<file path="src/rtl/uart_tx_sched.sv">
`default_nettype none
// ============================================================================
//  Module   : uart_tx_sched
//  Purpose  : Round-robin scheduler that shares a single uart_tx transmitter
//             among NUM_REQ byte requesters. A winning requester's byte and
//             the current line configuration are captured together, the
//             transmitter is started with a one-cycle pulse, and the captured
//             values are held stable until the transmitter reports the end of
//             the frame (or a timeout aborts it). A short idle gap follows
//             every frame before the next arbitration.
//
//  Parameters
//    NUM_REQ        : number of requesters (2..8)
//    TIMEOUT_CYCLES : cycles from start pulse to finish pulse before abort (>=2)
//    GAP_CYCLES     : idle cycles after each frame before re-arbitration (>=1)
//
//  Ports
//    i_sys_clk      : system clock, single clock domain
//    i_sys_rst_n    : asynchronous active-low reset
//    i_en           : 1 = new grants allowed; a frame in flight always completes
//    i_req          : per-requester request, held with its byte until o_ack
//    i_req_data     : requester k byte on [8k+7:8k]
//    i_cfg_bps      : baud select, passed to the transmitter at capture
//    i_cfg_clk      : clock-frequency select, passed to the transmitter at capture
//    o_ack          : one-cycle pulse, byte of requester k captured
//    o_done         : one-cycle pulse, frame of requester k fully sent
//    o_err          : one-cycle pulse, frame aborted on timeout
//    o_busy         : high in every state except IDLE
//    o_grant_id     : index of the current / last granted requester
//    o_tx_data      : byte to the transmitter
//    o_tx_flag      : one-cycle start pulse to the transmitter
//    o_tx_uart_bps  : baud select to the transmitter
//    o_tx_uart_clk  : clock-frequency select to the transmitter
//    i_tx_finish    : end-of-frame pulse from the transmitter
//
//  Revision : 1.0  initial release
// ============================================================================
module uart_tx_sched #(
    parameter int NUM_REQ        = 4,
    parameter int TIMEOUT_CYCLES = 2000000,
    parameter int GAP_CYCLES     = 2
) (
    input  logic                       i_sys_clk,
    input  logic                       i_sys_rst_n,
    input  logic                       i_en,
    input  logic [NUM_REQ-1:0]         i_req,
    input  logic [8*NUM_REQ-1:0]       i_req_data,
    input  logic [2:0]                 i_cfg_bps,
    input  logic                       i_cfg_clk,
    output logic [NUM_REQ-1:0]         o_ack,
    output logic [NUM_REQ-1:0]         o_done,
    output logic                       o_err,
    output logic                       o_busy,
    output logic [$clog2(NUM_REQ)-1:0] o_grant_id,
    output logic [7:0]                 o_tx_data,
    output logic                       o_tx_flag,
    output logic [2:0]                 o_tx_uart_bps,
    output logic                       o_tx_uart_clk,
    input  logic                       i_tx_finish
);

    // ------------------------------------------------------------------------
    // Derived constants
    // ------------------------------------------------------------------------
    localparam int C_ID_W  = $clog2(NUM_REQ);
    localparam int C_TMR_W = $clog2(TIMEOUT_CYCLES + 1);
    localparam int C_GAP_W = $clog2(GAP_CYCLES + 1);

    // Timer value on the last BUSY cycle before the frame is declared lost.
    localparam logic [C_TMR_W-1:0] C_TMR_LAST = C_TMR_W'(TIMEOUT_CYCLES - 1);
    // Gap counter value on the last idle cycle before returning to IDLE.
    localparam logic [C_GAP_W-1:0] C_GAP_LAST = C_GAP_W'(GAP_CYCLES - 1);

    localparam logic [NUM_REQ-1:0] C_ONE_HOT0 = {{(NUM_REQ-1){1'b0}}, 1'b1};
    localparam logic [C_ID_W-1:0]  C_LAST_RST = C_ID_W'(NUM_REQ - 1);

    // ------------------------------------------------------------------------
    // State encoding
    // ------------------------------------------------------------------------
    typedef enum logic [1:0] {
        S_IDLE   = 2'd0,
        S_LAUNCH = 2'd1,
        S_BUSY   = 2'd2,
        S_GAP    = 2'd3
    } state_t;

    state_t               state_q,   state_d;
    logic [NUM_REQ-1:0]   ack_q,     ack_d;
    logic [NUM_REQ-1:0]   done_q,    done_d;
    logic                 err_q,     err_d;
    logic                 busy_q,    busy_d;
    logic                 flag_q,    flag_d;
    logic [C_ID_W-1:0]    grant_q,   grant_d;
    logic [C_ID_W-1:0]    last_q,    last_d;
    logic [7:0]           tx_data_q, tx_data_d;
    logic [2:0]           bps_q,     bps_d;
    logic                 uclk_q,    uclk_d;
    logic [C_TMR_W-1:0]   timer_q,   timer_d;
    logic [C_GAP_W-1:0]   gap_q,     gap_d;

    // ------------------------------------------------------------------------
    // Requester byte lanes
    // ------------------------------------------------------------------------
    logic [7:0] w_bytes [NUM_REQ];

    genvar k;
    generate
        for (k = 0; k < NUM_REQ; k++) begin : g_lane
            assign w_bytes[k] = i_req_data[8*k +: 8];
        end
    endgenerate

    // ------------------------------------------------------------------------
    // Round-robin winner search
    // ------------------------------------------------------------------------
    // Index "offset" places after "base", wrapping modulo NUM_REQ. Offsets
    // never exceed NUM_REQ, so one conditional subtraction is enough.
    function automatic logic [C_ID_W-1:0] rr_idx(input logic [C_ID_W-1:0] base,
                                                 input int                off);
        int sum;
        sum = int'(base) + off;
        if (sum >= NUM_REQ) begin
            sum = sum - NUM_REQ;
        end
        return C_ID_W'(sum);
    endfunction

    logic              w_found;
    logic [C_ID_W-1:0] w_winner;

    // Search starts one past the last winner so the last winner is examined
    // last; this gives every active requester a turn before any repeats.
    always_comb begin
        w_found  = 1'b0;
        w_winner = '0;
        for (int i = 1; i <= NUM_REQ; i++) begin
            if (!w_found && i_req[rr_idx(last_q, i)]) begin
                w_found  = 1'b1;
                w_winner = rr_idx(last_q, i);
            end
        end
    end

    // ------------------------------------------------------------------------
    // Next-state and output logic
    // ------------------------------------------------------------------------
    always_comb begin
        state_d   = state_q;
        ack_d     = '0;
        done_d    = '0;
        err_d     = 1'b0;
        flag_d    = 1'b0;
        busy_d    = busy_q;
        grant_d   = grant_q;
        last_d    = last_q;
        tx_data_d = tx_data_q;
        bps_d     = bps_q;
        uclk_d    = uclk_q;
        timer_d   = timer_q;
        gap_d     = gap_q;

        case (state_q)
            S_IDLE: begin
                // Byte and line config are captured on the same edge so a
                // frame always goes out with the config seen at grant time.
                if (i_en && w_found) begin
                    tx_data_d = w_bytes[w_winner];
                    bps_d     = i_cfg_bps;
                    uclk_d    = i_cfg_clk;
                    grant_d   = w_winner;
                    last_d    = w_winner;
                    ack_d     = C_ONE_HOT0 << w_winner;
                    busy_d    = 1'b1;
                    state_d   = S_LAUNCH;
                end
            end

            S_LAUNCH: begin
                flag_d  = 1'b1;
                timer_d = '0;
                state_d = S_BUSY;
            end

            S_BUSY: begin
                // A finish arriving on the timeout cycle still counts as a
                // good frame, so it is tested first.
                if (i_tx_finish) begin
                    done_d  = C_ONE_HOT0 << grant_q;
                    gap_d   = '0;
                    state_d = S_GAP;
                end else if (timer_q == C_TMR_LAST) begin
                    err_d   = 1'b1;
                    gap_d   = '0;
                    state_d = S_GAP;
                end else begin
                    timer_d = timer_q + 1'b1;
                end
            end

            S_GAP: begin
                if (gap_q == C_GAP_LAST) begin
                    busy_d  = 1'b0;
                    state_d = S_IDLE;
                end else begin
                    gap_d = gap_q + 1'b1;
                end
            end

            default: begin
                busy_d  = 1'b0;
                state_d = S_IDLE;
            end
        endcase
    end

    // ------------------------------------------------------------------------
    // State registers
    // ------------------------------------------------------------------------
    always_ff @(posedge i_sys_clk or negedge i_sys_rst_n) begin
        if (!i_sys_rst_n) begin
            state_q   <= S_IDLE;
            ack_q     <= '0;
            done_q    <= '0;
            err_q     <= 1'b0;
            busy_q    <= 1'b0;
            flag_q    <= 1'b0;
            grant_q   <= '0;
            last_q    <= C_LAST_RST;
            tx_data_q <= 8'h00;
            bps_q     <= 3'd2;
            uclk_q    <= 1'b1;
            timer_q   <= '0;
            gap_q     <= '0;
        end else begin
            state_q   <= state_d;
            ack_q     <= ack_d;
            done_q    <= done_d;
            err_q     <= err_d;
            busy_q    <= busy_d;
            flag_q    <= flag_d;
            grant_q   <= grant_d;
            last_q    <= last_d;
            tx_data_q <= tx_data_d;
            bps_q     <= bps_d;
            uclk_q    <= uclk_d;
            timer_q   <= timer_d;
            gap_q     <= gap_d;
        end
    end

    // ------------------------------------------------------------------------
    // Outputs (all straight from flops)
    // ------------------------------------------------------------------------
    assign o_ack         = ack_q;
    assign o_done        = done_q;
    assign o_err         = err_q;
    assign o_busy        = busy_q;
    assign o_grant_id    = grant_q;
    assign o_tx_data     = tx_data_q;
    assign o_tx_flag     = flag_q;
    assign o_tx_uart_bps = bps_q;
    assign o_tx_uart_clk = uclk_q;

endmodule
`default_nettype wire

</file>
<file path="config.mk">
export PLATFORM = sky130hd
export DESIGN_NAME = uart_tx_sched
export DESIGN_NICKNAME = d
export VERILOG_FILES = /design/src/rtl/uart_tx_sched.sv
export SDC_FILE = /design/constraint.sdc
export NUM_CORES = 1
export LEC_CHECK = 0
export CAP_MARGIN = 20
export CORE_MARGIN = 5
export CORE_UTILIZATION = 53
export CTS_CLUSTER_DIAMETER = 40
export DETAILED_ROUTE_END_ITERATION = 7
export PLACE_DENSITY = 0.86
export SLEW_MARGIN = 5
export SYNTH_ARGS = -nofsm -noshare
export SYNTH_HDL_FRONTEND = slang
export SYNTH_SLANG_ARGS = --single-unit
</file>
<file path="constraint.sdc">
create_clock -name i_sys_clk -period 5.5 [get_ports i_sys_clk]
set_input_delay 1.375 -clock i_sys_clk [delete_from_list [all_inputs] [get_ports i_sys_clk]]
set_output_delay 1.375 -clock i_sys_clk [all_outputs]
set_load 0.005 [all_outputs]
</file>
==> flow_metrics.tcl <==
set metrics [dict create \
    dieHeight_microns 80.9 \
    die_w_microns 80.9 \
    required_ns 5.73 \
    postCtsSetupBuffers 0 \
    cts_root_buffer "clkbuf_8" \
    ys_ff_latch 52 \
    final_cells 401 \
    startpoint "i_tx_finish" \
    finalMaxSlewViolations 0 \
    portBuffers 68 \
    startpoint_type "input port" \
    critPathMaxFanout 6 \
    wl_microns 6570 \
    fin_setup_tns_ns 0 \
    drv_cap 0 \
    synth_commonest_cells "dfrtp_1 (48), nand2_1 (41), mux2i_1 (19), nor2_1 (19)" \
    final_layout_size_suffix_gt1_share_pct 7.19 \
    synth_ff_type "dfrtp_1" \
    hold_viol 0 \
    synth_top_area_share_pct 45.0 \
    fin_skew_ns 0.00941 \
    final_area_sq_um 3510 \
    grt.overflow.total 0 \
    powerDensity_nw_per_um2 388 \
    detailed_place_hpwl_microns 4820 \
    placed_cells 393 \
    vias 2267 \
    endpoint_kind "register" \
    synth_seq_area_share_pct 49.0 \
    ios 69 \
    diodes 0 \
    viasPerCell 5.65 \
    fin_nets 384 \
    power_frac_seq_pct 40.1 \
    seqCellArea_sq_um 1310 \
    r2r-start "timer_q[16]" \
    htreeDepth 2 \
    multi_input_area_sq_um 1290 \
    grt_pass1_vias 2320 \
    worstSkewPairLatency_ns 0.31 \
    combPwrFrac_pct 40.6 \
    fin_crit_sh_pct 57.7 \
    ir_worst_vdd_v 0.000298 \
    dr.pass1.iters 5 \
    avgRoutedWirePerCell_microns 16.4 \
    p_total_mw 1.36 \
    yosysTopAreaCell "dfrtp_1" \
    synthCells 265 \
    critPathMaxStageDelay_ns 0.53 \
    syn2layout_area_growth_pct 31.7 \
    setup_viol 0 \
    clock_power_share_pct 19.3 \
    period_minus_slack_ns 3.17 \
    timing.fmax_mhz 315 \
    switchingPower_mw 0.469 \
    p_leak_nw 1.53 \
    hold_end "o_tx_uart_clk" \
    cp_slowest_cell "nor3_1" \
    initial_utilization_pct 55.4 \
    synth_area_leaders "dfrtp_1 (45%), mux2i_1 (7.1%), nand2_1 (5.8%), dfstp_2 (3.9%), ha_1 (3.3%)" \
    dpl_cell_area_sq_um 3400 \
    rsz0062_at_grt "no" \
    rr_worst_depth 5 \
    swShare_pct 34.4 \
    route.detailed.drc 0 \
    yosysUniqueCellTypes 46 \
    cts_hold_buf 0 \
    p_int_mw 0.893 \
    antenna_left 0 \
    rows 25 \
    cts_sinks 52 \
    grt_max_degree 53 \
    rrSetupSlack_ns 2.78 \
    hold_depth 2 \
    cts_made_buffers 5 \
    synth.cell_area_sq_um 2670 \
    worstHoldStart "o_tx_uart_clk" \
    gp_congestion 0.808 \
    antenna_found_initial 0 \
    relSlewSlack_pct 30.5 \
    yosysMostFrequentCell "dfrtp_1" \
    coreArea_sq_um 4820 \
    timing.rr.end "gap_q[1]" \
    crit_arrival_ns 3.40 \
    clkTransAtPathRegs_ns 0.10 \
    cts_buffer_depth 2 \
    grt_pass1_wl_microns 10600 \
    cp_cell_sequence "clkdlybuf4s50_1 -> nand2b_1 -> nor3_1 -> nand2_1 -> or4_1 -> a21oi_1" \
    async_reset_ff_share_pct 100 \
    worstSetupPathType "input port to register" \
    min_path_type "register to register" \
    cts_tree "yes" \
    cts_resized 0 \
    syn-num-nets 316 \
    postLayoutCoreUtil_pct 72.9 \
    status "completed" \
    dieArea_sq_um 6550 \
    grt_use_total_pct 21.0 \
    tightest_slew_ns 1.04 \
    drt-initial-drc-count 89 \
    fill_cells 384 \
    avgSynthCellArea_sq_um 10.1 \
    synth_warnings 0 \
    synth_edf_count 0 \
]
==> worst max-delay path by stage <==
| stage | to | depth (start not counted) | slack (ns) |
|---|---|---|---|
| detailed placement | o_tx_data[1] | 5 | 2.02 |
| CTS | o_tx_data[1] | 5 | 2.35 |
| global placement | timer_q[20] | 6 | 2.07 |
| global route | o_tx_data[6] | 5 | 2.20 |
| finish | timer_q[20] | 6 | 2.33 |
| floorplan | o_tx_data[0] | 5 | 2.71 |
==> per-layer routing <==
metal	GRT usage, %	vias up	share of wire [%]
met4	8.95	0	2.5
met2	34.9	49	50
met3	6.21	15	5.7
met5	0	-	0
li1	-	1096	-
met1	25.4	1107	42
==> area by class of cell <==
type	instances	area share, %
clock buffers	5	1.96
clock inverters	3	1.21
inverters	7	0.748
multi-input cells	197	36.9
flip-flops and latches	52	37.2
well taps	67	2.39
repair buffers	70	19.7
==> worst max-delay path, delay by kind of cell <==
family | cells | cell delay (ns)
simple gates | 4 | 1.41
buf+inv | 1 | 0.45
compound gates | 1 | 0.17
==> power by group through the flow <==
| stage | sequential, mW | combinational, mW | clock, mW |
|---|---|---|---|
| 6_report | 0.546 | 0.554 | 0.262 |
| 5_1_grt | 0.558 | 0.609 | 0.282 |
| 4_1_cts | 0.546 | 0.559 | 0.266 |
| 3_5_place_dp | 0.552 | 0.553 | 0 |
| 3_3_place_gp | 0.547 | 0.534 | 0 |
| 2_1_floorplan | 0.545 | 0.313 | 0 |
==> placed cells by master, fill, tap and decap left out, types with 2 or more instances in the layout <==
| cell | n |
|---|---|
| xor2_1 | 5 |
| a22o_1 | 2 |
| o31ai_1 | 5 |
| xnor2_1 | 2 |
| nand2_1 | 41 |
| or4_1 | 6 |
| o221ai_1 | 8 |
| o21ai_1 | 3 |
| a31o_2 | 2 |
| o21ai_0 | 4 |
| or3_1 | 3 |
| o211ai_1 | 3 |
| dfstp_2 | 4 |
| a21oi_1 | 13 |
| nand2b_1 | 4 |
| dfrtp_1 | 48 |
| inv_1 | 7 |
| nor3_1 | 5 |
| clkbuf_8 | 5 |
| ha_1 | 7 |
| mux2i_1 | 19 |
| and3_1 | 5 |
| nor2b_1 | 3 |
| clkdlybuf4s50_1 | 67 |
| nor2_1 | 19 |
| nand4_1 | 7 |
| buf_4 | 2 |
| nand3_1 | 13 |
==> flip-flops by register name, indices dropped and copies added (netlist names) <==
signal and cells:
timer_q 21, o_tx_data 8, o_ack 4, o_done 4, o_tx_uart_bps 3, gap_q 2, last_q 2, o_grant_id 2
state_q 2, o_busy 1, o_err 1, o_tx_flag 1, o_tx_uart_clk 1
==> per-stage QoR <==
step                hold slack, ns  setup WS, ns
finish                       0.465          2.33
global route                 0.475          2.20
CTS                          0.467          2.35
detailed placement           0.453          2.02
global placement             0.446          2.07
floorplan                    0.448          2.71
==> kinds of logic after synthesis <==
| kind of cell | after synthesis | share of synthesized area [%] |
|---|---|---|
| adders and majority gates | 7 | 3.28 |
| DFF | 52 | 49.0 |
| muxes | 19 | 7.13 |
| xor gates and xnor gates | 7 | 2.30 |
| AOI/OAI and AO/OA | 51 | 14.6 |
| and+or+nand+nor | 113 | 21.0 |
| buffers and inverters | 16 | 2.72 |
(Power assumes the default switching activity.)
